File: src/rtl/if_fetch_queue_if.sv
// Fetch-queue bus: instruction ROM port, decode handshake and redirect controls.
// master = fetch queue side, slave = ROM / decode / control side.
interface if_fetch_queue_if;
  logic        rom_ce;
  logic [31:0] rom_addr;
  logic [31:0] rom_inst;
  logic        id_valid;
  logic        id_ready;
  logic [31:0] id_pc;
  logic [31:0] id_inst;
  logic        id_adel;
  logic        branch_flag;
  logic [31:0] branch_target;
  logic        flush;
  logic [31:0] new_pc;

  modport master (
    output rom_ce, rom_addr, id_valid, id_pc, id_inst, id_adel,
    input  rom_inst, id_ready, branch_flag, branch_target, flush, new_pc
  );

  modport slave (
    input  rom_ce, rom_addr, id_valid, id_pc, id_inst, id_adel,
    output rom_inst, id_ready, branch_flag, branch_target, flush, new_pc
  );
endinterface

File: src/rtl/if_fetch_queue.sv
// Instruction-fetch front end: drives the ROM port, queues {pc, inst} and feeds decode.
// Optional IF_ALIGN_CHECK_EN: misaligned pc pushes an address-error entry and halts fetch.
module if_fetch_queue #(
  parameter logic [31:0] RESET_PC = 32'h0000_0000,
  parameter int unsigned DEPTH    = 2
) (
  input  logic             clk,
  input  logic             rst_n,
  if_fetch_queue_if.master bus
);

  localparam int unsigned PtrW = (DEPTH > 1) ? $clog2(DEPTH) : 1;
  localparam int unsigned CntW = PtrW + 1;
  localparam logic [CntW-1:0] FullCnt = CntW'(DEPTH);

`ifdef IF_ALIGN_CHECK_EN
  typedef enum logic [1:0] {StIdle, StRun, StHalt} state_e;
`else
  typedef enum logic {StIdle, StRun} state_e;
`endif

  state_e          state_q, state_d;
  logic [31:0]     pc_q, pc_d;
  logic [PtrW-1:0] rd_ptr_q, rd_ptr_d;
  logic [PtrW-1:0] wr_ptr_q, wr_ptr_d;
  logic [CntW-1:0] count_q, count_d;

  logic [31:0] pc_mem_q   [DEPTH];
  logic [31:0] inst_mem_q [DEPTH];
`ifdef IF_ALIGN_CHECK_EN
  logic        adel_mem_q [DEPTH];
`endif

  logic head_valid, pop, full, run, branch_taken, trim, push, pc_aligned;

  always_comb begin
    head_valid   = (count_q != '0);
    pop          = head_valid & bus.id_ready;
    full         = (count_q == FullCnt);
    run          = (state_q == StRun);
    branch_taken = bus.branch_flag & pop & ~bus.flush;
    // Branch with a queued delay slot: keep that slot only, drop this cycle's fetch.
    trim         = branch_taken & (count_q > CntW'(1));
    push         = run & (~full | pop) & ~bus.flush & ~trim;
`ifdef IF_ALIGN_CHECK_EN
    pc_aligned   = (pc_q[1:0] == 2'b00);
`else
    pc_aligned   = 1'b1;
`endif
  end

  assign bus.rom_ce   = push & pc_aligned;
  assign bus.rom_addr = pc_q;
  assign bus.id_valid = head_valid;
  assign bus.id_pc    = head_valid ? pc_mem_q[rd_ptr_q]   : 32'h0;
  assign bus.id_inst  = head_valid ? inst_mem_q[rd_ptr_q] : 32'h0;
`ifdef IF_ALIGN_CHECK_EN
  assign bus.id_adel  = head_valid & adel_mem_q[rd_ptr_q];
`else
  assign bus.id_adel  = 1'b0;
`endif

  function automatic logic [31:0] redirect_pc(input logic [31:0] target);
`ifdef IF_ALIGN_CHECK_EN
    return target;
`else
    return {target[31:2], 2'b00};
`endif
  endfunction

  always_comb begin
    state_d  = state_q;
    pc_d     = pc_q;
    rd_ptr_d = rd_ptr_q;
    wr_ptr_d = wr_ptr_q;
    count_d  = count_q;

    case (state_q)
      StIdle:  state_d = StRun;
      StRun: begin
`ifdef IF_ALIGN_CHECK_EN
        if (push && !pc_aligned) state_d = StHalt;
`endif
      end
      default: state_d = state_q;
    endcase

    if (bus.flush) begin
      state_d  = StRun;
      pc_d     = redirect_pc(bus.new_pc);
      rd_ptr_d = '0;
      wr_ptr_d = '0;
      count_d  = '0;
    end else if (trim) begin
      pc_d     = redirect_pc(bus.branch_target);
      rd_ptr_d = rd_ptr_q + PtrW'(1);
      wr_ptr_d = rd_ptr_q + PtrW'(2);
      count_d  = CntW'(1);
    end else begin
      if (branch_taken) begin
        pc_d = redirect_pc(bus.branch_target);
      end else if (push && pc_aligned) begin
        pc_d = pc_q + 32'd4;
      end
      rd_ptr_d = rd_ptr_q + PtrW'(pop);
      wr_ptr_d = wr_ptr_q + PtrW'(push);
      count_d  = count_q + CntW'(push) - CntW'(pop);
    end
  end

  always_ff @(posedge clk or negedge rst_n) begin
    if (!rst_n) begin
      state_q  <= StIdle;
      pc_q     <= RESET_PC;
      rd_ptr_q <= '0;
      wr_ptr_q <= '0;
      count_q  <= '0;
    end else begin
      state_q  <= state_d;
      pc_q     <= pc_d;
      rd_ptr_q <= rd_ptr_d;
      wr_ptr_q <= wr_ptr_d;
      count_q  <= count_d;
    end
  end

  // Storage needs no reset: reads are masked while the queue is empty.
  always_ff @(posedge clk) begin
    if (push) begin
      pc_mem_q[wr_ptr_q]   <= pc_q;
      inst_mem_q[wr_ptr_q] <= pc_aligned ? bus.rom_inst : 32'h0;
`ifdef IF_ALIGN_CHECK_EN
      adel_mem_q[wr_ptr_q] <= ~pc_aligned;
`endif
    end
  end

endmodule

File: src/flat_wrapper.sv
// flat-port wrapper written by rule: the top's interface ports become plain ports
module if_fetch_queue_flat 
#(
  parameter logic [31:0] RESET_PC = 32'h0000_0000,
  parameter int unsigned DEPTH    = 2
)
  (clk, rst_n, bus_rom_ce, bus_rom_addr, bus_id_valid, bus_id_pc, bus_id_inst, bus_id_adel, bus_rom_inst, bus_id_ready, bus_branch_flag, bus_branch_target, bus_flush, bus_new_pc);
  if_fetch_queue_if bus_i ();
  input  logic clk;
  input  logic rst_n;
  output wire logic [$bits(bus_i.rom_ce)-1:0] bus_rom_ce;
  output wire logic [$bits(bus_i.rom_addr)-1:0] bus_rom_addr;
  output wire logic [$bits(bus_i.id_valid)-1:0] bus_id_valid;
  output wire logic [$bits(bus_i.id_pc)-1:0] bus_id_pc;
  output wire logic [$bits(bus_i.id_inst)-1:0] bus_id_inst;
  output wire logic [$bits(bus_i.id_adel)-1:0] bus_id_adel;
  input wire logic [$bits(bus_i.rom_inst)-1:0] bus_rom_inst;
  input wire logic [$bits(bus_i.id_ready)-1:0] bus_id_ready;
  input wire logic [$bits(bus_i.branch_flag)-1:0] bus_branch_flag;
  input wire logic [$bits(bus_i.branch_target)-1:0] bus_branch_target;
  input wire logic [$bits(bus_i.flush)-1:0] bus_flush;
  input wire logic [$bits(bus_i.new_pc)-1:0] bus_new_pc;
  assign bus_rom_ce = bus_i.rom_ce;
  assign bus_rom_addr = bus_i.rom_addr;
  assign bus_id_valid = bus_i.id_valid;
  assign bus_id_pc = bus_i.id_pc;
  assign bus_id_inst = bus_i.id_inst;
  assign bus_id_adel = bus_i.id_adel;
  assign bus_i.rom_inst = bus_rom_inst;
  assign bus_i.id_ready = bus_id_ready;
  assign bus_i.branch_flag = bus_branch_flag;
  assign bus_i.branch_target = bus_branch_target;
  assign bus_i.flush = bus_flush;
  assign bus_i.new_pc = bus_new_pc;
  if_fetch_queue #(.RESET_PC(RESET_PC), .DEPTH(DEPTH)) u_core (.clk(clk), .rst_n(rst_n), .bus(bus_i));
endmodule
File: config.mk
export PLATFORM = sky130hd
export DESIGN_NAME = if_fetch_queue_flat
export DESIGN_NICKNAME = d
export VERILOG_FILES = /design/src/rtl/if_fetch_queue_if.sv /design/src/rtl/if_fetch_queue.sv /design/src/flat_wrapper.sv
export SDC_FILE = /design/constraint.sdc
export NUM_CORES = 1
export LEC_CHECK = 0
export ABC_AREA = 1
export ABC_CLOCK_PERIOD_IN_PS = 7800
export BUFFER_PORTS_ARGS = -buffer_cell sky130_fd_sc_hd__buf_2
export CAP_MARGIN = 25
export CORE_MARGIN = 2
export CORE_UTILIZATION = 35
export CTS_CLUSTER_SIZE = 24
export DETAILED_ROUTE_END_ITERATION = 10
export GPL_ROUTABILITY_DRIVEN = 0
export HOLD_SLACK_MARGIN = 0.06
export SLEW_MARGIN = 25
export SYNTH_ARGS = -nofsm -noshare
export SYNTH_HDL_FRONTEND = slang
export SYNTH_SLANG_ARGS = --single-unit
File: constraint.sdc
create_clock -name clk -period 7.8 [get_ports clk]
set_input_delay 1.17 -clock clk [delete_from_list [all_inputs] [get_ports clk]]
set_output_delay 1.17 -clock clk [all_outputs]
set_load 0.005 [all_outputs]
==> flow_summary.toml, run 1 <==
[synthesis]
synth_top_area_share_pct = 49.86
synthCells = 798
ys_ff_latch = 159
synth-main-ff-cell = "edfxtp_1"
seq_area_frac_synth_pct = 61.58
async_reset_ff_share_pct = 22.01
synth_top_cell_by_area = "edfxtp_1"
synth_edf_count = 124
syn_area_sq_um = 7468
yosysWarnings = 0
synth.avg_cell_area_sq_um = 9.359
yosysUniqueCellTypes = 39
synthTopCellsByArea = "edfxtp_1 (50%), nand2_1 (13%), dfrtp_1 (12%)"

[floorplanning]
num_io_pins = 200
dieArea_sq_um = 22520
core_sq_um = 20960
fp-row-count = 53
die_height_um = 150.1
fp.dieW_um = 150.1
initial_core_util_pct = 35.64

[clock_network]
cts_hold_buf = 0
cts_sinks = 159
clk_path_buf_depth = 2
cts_htree_levels = 4
root_buffer = "clkbuf_16"
tritoncts = "yes"
clkSlewWorstSetupHoldPaths_ns = 0.06
clkLatencyLatePin_ns = 0.43
cts_made_buffers = 17
post_cts_buffers = 0
cts_resized = 0

[detailed_routing]
finalWirelength_um = 20030
dr.pass1.iters = 5
drt_iter0_markers = 346
vias = 6066
drtAntennaViolNets = 0
via_per_inst = 4.795
wl_per_cell_um = 15.83
detail_route.drc_violations = 0

[critical_path]
cp-start-kind = "input pin"
cp_data_required_time_ns = 6.63
reg2regPathDepth = 7
regToRegStartpoint = "u_core.count_q[1]"
worstSetupPathType = "in2out"
crit_fanout = 28
endpoint_kind = "primary output"
ff2ff_setup_slack_ns = 5.04
r2r_end = "u_core.pc_mem_q[1][22]"
arrival_ns = 3.15
crit_path_start = "bus_flush"

[finish]
insertedDiodeCount = 0
area_growth_pct = 23.35
layout.cells.most_common = "nand2_1"
final_cell_mix = "nand2_1 (260), buf_2 (190), edfxtp_1 (124)"
nets = 1083
post-route-cell-area_sq_um = 9213
multiInputGateArea_sq_um = 2536
regArea_sq_um = 4601
fillers = 2090
layout-drive-gt1-share_pct = 24.75

[pwr]
switching_share_pct = 35.45
leakage_uw = 0.003945
combPwrFrac_pct = 29.3
irDropWorstVdd_mv = 0.1619
p_int_uw = 1788
switchingPower_uw = 981.8
pwr-share-seq_pct = 42.4
pwr-share-clk_pct = 28.3
p_per_area_nw_per_um2 = 300.6

[timing]
slew_headroom_pct = 37.62
hold_viol = 0
setup_viol = 0
rsz0062_at_grt = "no"
worst_pin_slew_ns = 0.9357
report.final.slew_viol_count = 0
min_period_ns = 4.322
finalCritPeriodShare_pct = 55.41
fmax_mhz = 231.4
setup_tns_ns = 0
clock_skew_ns = 0.01073

[place]
postPlaceCellArea_sq_um = 8648
port_buffers = 190
hpwl_um = 12930

[grt]
gr-total-overflow = 0
grt_pass1_wl_um = 30320
antenna_found_initial = 1
grt_max_degree = 66
grt_pass1_vias = 5609
grtUsageTotal_pct = 17.83

[run]
maxCapViolCount = 0

[worst_hold_path]
hold_path_class = "reg2reg"
min_from = "u_core.bus.rom_addr[7]"
whs_path_depth = 0
min_to = "u_core.pc_mem_q[1][7]"

[run_status]
outcome = "complete, no violations"
-- state kept, by name, indices dropped and copies added, names as in the netlist --
name                 flops
u_core.inst_mem_q       64
u_core.wr_ptr_q          1
u_core.pc_mem_q         60
u_core.run               1
u_core.rd_ptr_q          1
u_core.count_q           2
u_core.bus.rom_addr     30
-- critical path, cell delays in order --
cell	delay (ns)
buf_2	0.49
inv_2	0.31
nand3_1	0.16
buf_4	0.27
nor2_2	0.11
nor2_1	0.41
buf_2	0.22
-- power groups by stage --
stage	registers, uW	clock network (uW)	logic [uW]
6_report	1180	783	811
5_1_grt	1190	836	926
4_1_cts	1180	800	832
3_5_place_dp	1190	0	827
3_3_place_gp	1190	0	819
2_1_floorplan	1150	0	478
-- cells in the mapped netlist, drive strengths merged, types with 5 or more instances --
| library cell | n |
|---|---|
| nand3 | 39 |
| dfrtp | 35 |
| ha | 5 |
| a22oi | 8 |
| nor3 | 5 |
| clkbuf | 22 |
| o22ai | 6 |
| buf | 16 |
| nand2 | 263 |
| nor2 | 90 |
| inv | 49 |
| o21ai | 16 |
| edfxtp | 124 |
| a21oi | 95 |
-- kinds of logic (layout without fill, tap and decap cells) --
logic type	count (synthesis)	in the layout	synth area share (%)
adders and majority gates	5	5	0.8377
DFF	159	159	61.58
buffers and inverters	87	275	4.992
xor gates and xnor gates	3	3	0.3519
AOI/OAI and AO/OA	139	139	10.15
and+or+nand+nor	403	403	21.98
other	2	6	0.1006
-- metal layers --
layer | up-vias | GRT usage (%) | wire length [um]
li1 | 3036 | - | -
met1 | 2808 | 22.74 | 8867
met5 | - | 0 | 10
met2 | 201 | 30.07 | 9605
met3 | 19 | 4.573 | 1320
met4 | 2 | 4.906 | 228
-- worst max-delay path by stage --
stage,endpoint,slack (ns),cells past startpoint
final,bus_rom_ce,3.48,7
after global routing,bus_rom_ce,3.33,7
after CTS,bus_rom_ce,3.48,7
after detailed placement,bus_rom_ce,3.49,7
after global placement,bus_rom_ce,3.48,7
after floorplan,u_core.inst_mem_q[0][0],3.78,7
-- through the flow --
step / hold WS [ns] / worst slack (ns) / std cells / util (%) / power (uW)
detailed placement: 0.5929 / 3.490 / 1233 / 41.27 / 2020
floorplan: 0.4854 / 3.785 / 802 / - / 1630
finish: 0.6082 / 3.478 / 1265 / 43.96 / 2770
CTS: 0.6084 / 3.480 / 1265 / 43.96 / 2808
global placement: 0.5776 / 3.484 / 1233 / 41.27 / 2011
global route: 0.6318 / 3.334 / 1265 / 43.96 / 2954
-- layout make-up --
type                    count  share of cell area, %
clock inverters            10                 0.8692
well taps                 275                  3.735
flip-flops and latches    159                  49.94
inverters                  49                  2.024
multi-input cells         556                  27.53
repair buffers            194                  10.65
clock buffers              22                  5.256
(Power assumes the default switching activity.)
==> inputs of run 2 (changes only) <==
Settings changed: ABC_CLOCK_PERIOD_IN_PS 7800 to 4400.
Clock period 7.8 ns to 4.4 ns, I/O delays scaled along.
==> run 2 against run 1 <==
Against the previous run:
- sequential power is 76% higher
- critical path depth down 2
- sequential share of layout area fell by 0.45 points
- register-to-register slack lost 3.4 ns
- clock skew grew 0.00096 ns
- setup slack worse by 2.0 ns
- cell count about the same
- critical path type is now reg2out
- core utilization increased by 0.40 points
- critical endpoint is now bus_id_inst[26]
- highest routed layer is now met4
==> flow_summary.toml, run 2 (same netlist as run 1, synthesis figures left out) <==
[pwr]
leakage_uw = 0.003994
irDropWorstVdd_mv = 0.2465
p_per_area_nw_per_um2 = 550.5

[timing]
clock_skew_ns = 0.01170
worst_pin_slew_ns = 0.9510
rsz0062_at_grt = "no"
hold_slack_ns = 0.3472
finalCritPeriodShare_pct = 65.35
setup_viol = 0
hold_viol = 0
setup_ws_ns = 1.525
setup_tns_ns = 0
min_period_ns = 2.875
report.final.slew_viol_count = 0
fmax_mhz = 347.8
slew_headroom_pct = 36.60

[detailed_routing]
vias = 6085
finalWirelength_um = 19830
via_per_inst = 4.806
wl_per_cell_um = 15.66
detail_route.drc_violations = 0
drt_iter0_markers = 340
dr.pass1.iters = 5
drtAntennaViolNets = 0

[finish]
area_growth_pct = 24.48
final_cell_mix = "nand2_1 (260), buf_2 (190), edfxtp_1 (124)"
largest_register_ffs = 64
layout-drive-gt1-share_pct = 24.52
insertedDiodeCount = 0
nets = 1084
layout.cells.most_common = "nand2_1"
fin_util_pct = 44.36
largest_register = "u_core.inst_mem_q"

[grt]
grt_pass1_vias = 5511
gr-total-overflow = 0
grt_max_degree = 66
antenna_found_initial = 0
grt_pass1_wl_um = 30200
grtUsageTotal_pct = 17.71

[floorplanning]
initial_core_util_pct = 35.64
fp.dieW_um = 150.1
num_io_pins = 200
die_height_um = 150.1
fp-row-count = 53
core_sq_um = 20960
dieArea_sq_um = 22520

[clock_network]
cts_htree_levels = 4
clk_path_buf_depth = 2
clkSlewWorstSetupHoldPaths_ns = 0.06
cts_resized = 0
clkLatencyLatePin_ns = 0.42
cts_made_buffers = 17
cts_hold_buf = 0
root_buffer = "clkbuf_16"
tritoncts = "yes"
post_cts_buffers = 0
cts_sinks = 159

[critical_path]
cp_data_required_time_ns = 3.74
worstSetupPathType = "reg2out"
crit_path_cell_trace = "inv_2 -> buf_4 -> nand2_1 -> a21oi_1 -> buf_2"
cpMaxStageDelayCell = "inv_2"
crit_family = "buffers and inverters"
max_stage_delay_ns = 0.55
arrival_ns = 2.22
cp-start-kind = "flop"
path_buf_inv = 3
endpoint_kind = "primary output"
crit_fanout = 37

[place]
port_buffers = 190
place_ws_ns = 1.223
hpwl_um = 13100

[run_status]
outcome = "complete, no violations"

[worst_hold_path]
hold_path_class = "in2async"

[run]
maxCapViolCount = 0
run 2: changes by cell type in the layout (fill, tap and decap cells not counted), sizes merged:
cell,before,now
inv,51,50
clkinv,2,1
clkinvlp,6,3
buf,194,195
bufinv,0,5
run 2: path summary, 6_finish.rpt:
path	start	end	slack (ns)	cells past startpoint
min	rst_n	u_core.bus.rom_addr[28]	0.35	1
max	u_core.rd_ptr_q	bus_id_inst[26]	1.52	5
min in group clk	bus_rom_inst[15]	u_core.inst_mem_q[1][15]	0.43	1
min reg2reg	u_core.count_q[1]	u_core.count_q[1]	0.59	1
max in group asynchronous	rst_n	u_core.rd_ptr_q	3.43	1
max reg2reg	u_core.count_q[1]	u_core.inst_mem_q[0][27]	1.62	7
run 2: worst reg2reg max path, delay by kind of cell (launching register included):
kind / cells / cell delay (ns)
DFF: 1 / 0.44
buffers and inverters: 1 / 0.27
and+or+nand+nor: 5 / 0.81
adders and majority gates: 1 / 0.86
run 2: per-stage QoR:
step                      area (sq um)  total power, uW  instances
after floorplan                   7483             2889        802
after global placement            8656             3560       1234
after detailed placement          8656             3578       1234
after CTS                         9296             5184       1266
after global routing              9296             5442       1266
final                             9296             5118       1266
run 2: cell type report:
cell class,count,area [sq um]
well taps,275,344.1
multi-input cells,556,2536
fillers,2028,11660
inverters,49,186.4
clock buffers,22,454.2
flip-flops and latches,159,4601
repair buffers,195,988.4
clock inverters,10,186.4
run 2: metal layers:
layer	up-vias	wire, um	global-route usage [%]
met4	0	218	4.340
met2	191	9466	29.82
met1	2844	9059	23.08
met3	16	1086	4.207
met5	-	0	0
li1	3034	-	-
run 2: report_power, final:
group / internal, uW / switching (uW) / leakage [uW]
Combinational: 523 / 909 / 0.00214
Clock: 1020 / 578 / 0.000301
Sequential: 1860 / 225 / 0.00155
==> inputs of run 3 (changes only) <==
Settings changed: ABC_CLOCK_PERIOD_IN_PS 4400 to 2400.
Clock period 4.4 ns to 2.4 ns, I/O delays scaled along.
==> run 3 against run 2 <==
Against the previous run:
- core utilization grew 0.70 points
- die area did not move
- first-iteration DRC count is 8.2% lower
- final area increased by 1.6%
- flip-flop and latch count stayed put
- worst hold slack worse by 0.30 ns
- clock-buffer cell count down 5
- register-to-register slack worse by 1.3 ns
- sequential share of layout area fell by 0.77 points
- clock power grew 74%
- via count down 0.62%
- setup slack worse by 1.3 ns
- critical path type unchanged
- critical endpoint is now bus_id_pc[14]
==> flow_summary.toml, run 3 (same netlist as run 1, synthesis figures left out) <==
[clock_network]
cts_htree_levels = 4
clkSlewWorstSetupHoldPaths_ns = 0.06
clk_path_buf_depth = 2
post_cts_buffers = 0
cts_made_buffers = 17
tritoncts = "yes"
cts_resized = 0
root_buffer = "clkbuf_16"
cts_sinks = 159
clkLatencyLatePin_ns = 0.42
cts_hold_buf = 0

[detailed_routing]
drt_iter0_markers = 312
finalWirelength_um = 20000
vias = 6047
detail_route.drc_violations = 0
drtAntennaViolNets = 0
wl_per_cell_um = 15.63
via_per_inst = 4.724
dr.pass1.iters = 5

[critical_path]
endpoint_kind = "primary output"
worstSetupPathType = "reg2out"
cp_data_required_time_ns = 2.04
cp-start-kind = "flop"
arrival_ns = 1.81
crit_fanout = 63

[timing]
rsz0062_at_grt = "no"
clock_skew_ns = 0.01028
setup_ws_ns = 0.2270
hold_viol = 0
setup_tns_ns = 0
worst_pin_slew_ns = 0.8476
setup_viol = 0
slew_headroom_pct = 43.49
min_period_ns = 2.173
report.final.slew_viol_count = 0
finalCritPeriodShare_pct = 90.54
fmax_mhz = 460.2

[finish]
layout-drive-gt1-share_pct = 25.70
post-route-cell-area_sq_um = 9444
largest_register = "u_core.inst_mem_q"
layout.cells.most_common = "nand2_1"
fin_util_pct = 45.07
largest_register_ffs = 64
final_cell_mix = "nand2_1 (260), buf_2 (190), edfxtp_1 (124)"
area_growth_pct = 26.45
instances_no_fill = 1280
nets = 1097

[pwr]
pwr-share-clk_pct = 29.8
p_per_area_nw_per_um2 = 987.3
switching_share_pct = 34.64
irDropWorstVdd_mv = 0.4650
combPwrFrac_pct = 29.3
leakage_uw = 0.004083
p_int_uw = 6095
pwr-share-seq_pct = 40.9
switchingPower_uw = 3230

[grt]
gr-total-overflow = 0
antenna_found_initial = 1
grt_max_degree = 64
grt_use_met3_pct = 3.841
met2_usage_pct = 29.50
grt-busiest-layer = "met2"
grt_use_met1_pct = 23.03
grt_pass1_wl_um = 30560
grt_pass1_vias = 5653
grtUsageTotal_pct = 17.81

[worst_hold_path]
hold_path_class = "in2async"

[floorplanning]
die_height_um = 150.1
initial_core_util_pct = 35.64
dieArea_sq_um = 22520
fp.dieW_um = 150.1
fp-row-count = 53
num_io_pins = 200
core_sq_um = 20960

[place]
hpwl_um = 13890
place_ws_ns = 0.2018
postPlaceCellArea_sq_um = 8828
port_buffers = 190
dp_cells = 1247

[run_status]
outcome = "complete, no violations"

[run]
maxCapViolCount = 0
==> run 3: routing by layer <==
layer | vias up | share of wire, %
li1 | 3067 | -
met1 | 2762 | 44
met2 | 189 | 47
met3 | 29 | 6.0
met4 | 0 | 2.2
met5 | - | 0
==> run 3: worst paths after layout <==
| kind | slack [ns] | endpoint | start | cells past startpoint |
|---|---|---|---|---|
| max in group asynchronous | 1.76 | u_core.rd_ptr_q | rst_n | 1 |
| hold / removal | 0.05 | u_core.bus.rom_addr[28] | rst_n | 1 |
| setup / recovery | 0.23 | bus_id_pc[14] | u_core.count_q[1] | 4 |
| setup reg to reg | 0.29 | u_core.count_q[1] | u_core.count_q[1] | 12 |
| min in group clk | 0.13 | u_core.inst_mem_q[1][9] | bus_rom_inst[9] | 1 |
| hold reg to reg | 0.58 | u_core.pc_mem_q[1][2] | u_core.bus.rom_addr[2] | 0 |
==> run 3: worst max-delay path, stage by stage (launching register included) <==
cell and delay (ns):
dfrtp_1 0.44, nor2_4 0.14, buf_6 0.46, a21oi_1 0.16
buf_2 0.17
==> run 3: cell type report <==
type	count	area, sq um
fill	2049	11510
clock inverter	15	183.9
sequential	159	4601
clock buffer	17	425.4
timing repair buffer	208	1165
inverter	49	186.4
multi-input combinational	556	2536
tap	275	344.1
antenna	1	2.502
==> run 3: power by group through the flow <==
stage | registers [uW] | logic (uW) | clock network (uW)
final | 3810 | 2730 | 2780
after global routing | 3880 | 3120 | 2970
after CTS | 3820 | 2780 | 2850
after detailed placement | 3880 | 2770 | 0
after global placement | 3870 | 2740 | 0
after floorplan | 3740 | 1550 | 0
==> run 3: stage by stage <==
stage	hold slack (ns)	power (uW)
2_1_floorplan	0.06441	5293
3_3_place_gp	0.5246	6607
3_5_place_dp	0.5297	6644
4_1_cts	0.07009	9453
5_1_grt	0.1081	9968
6_report	0.04745	9325
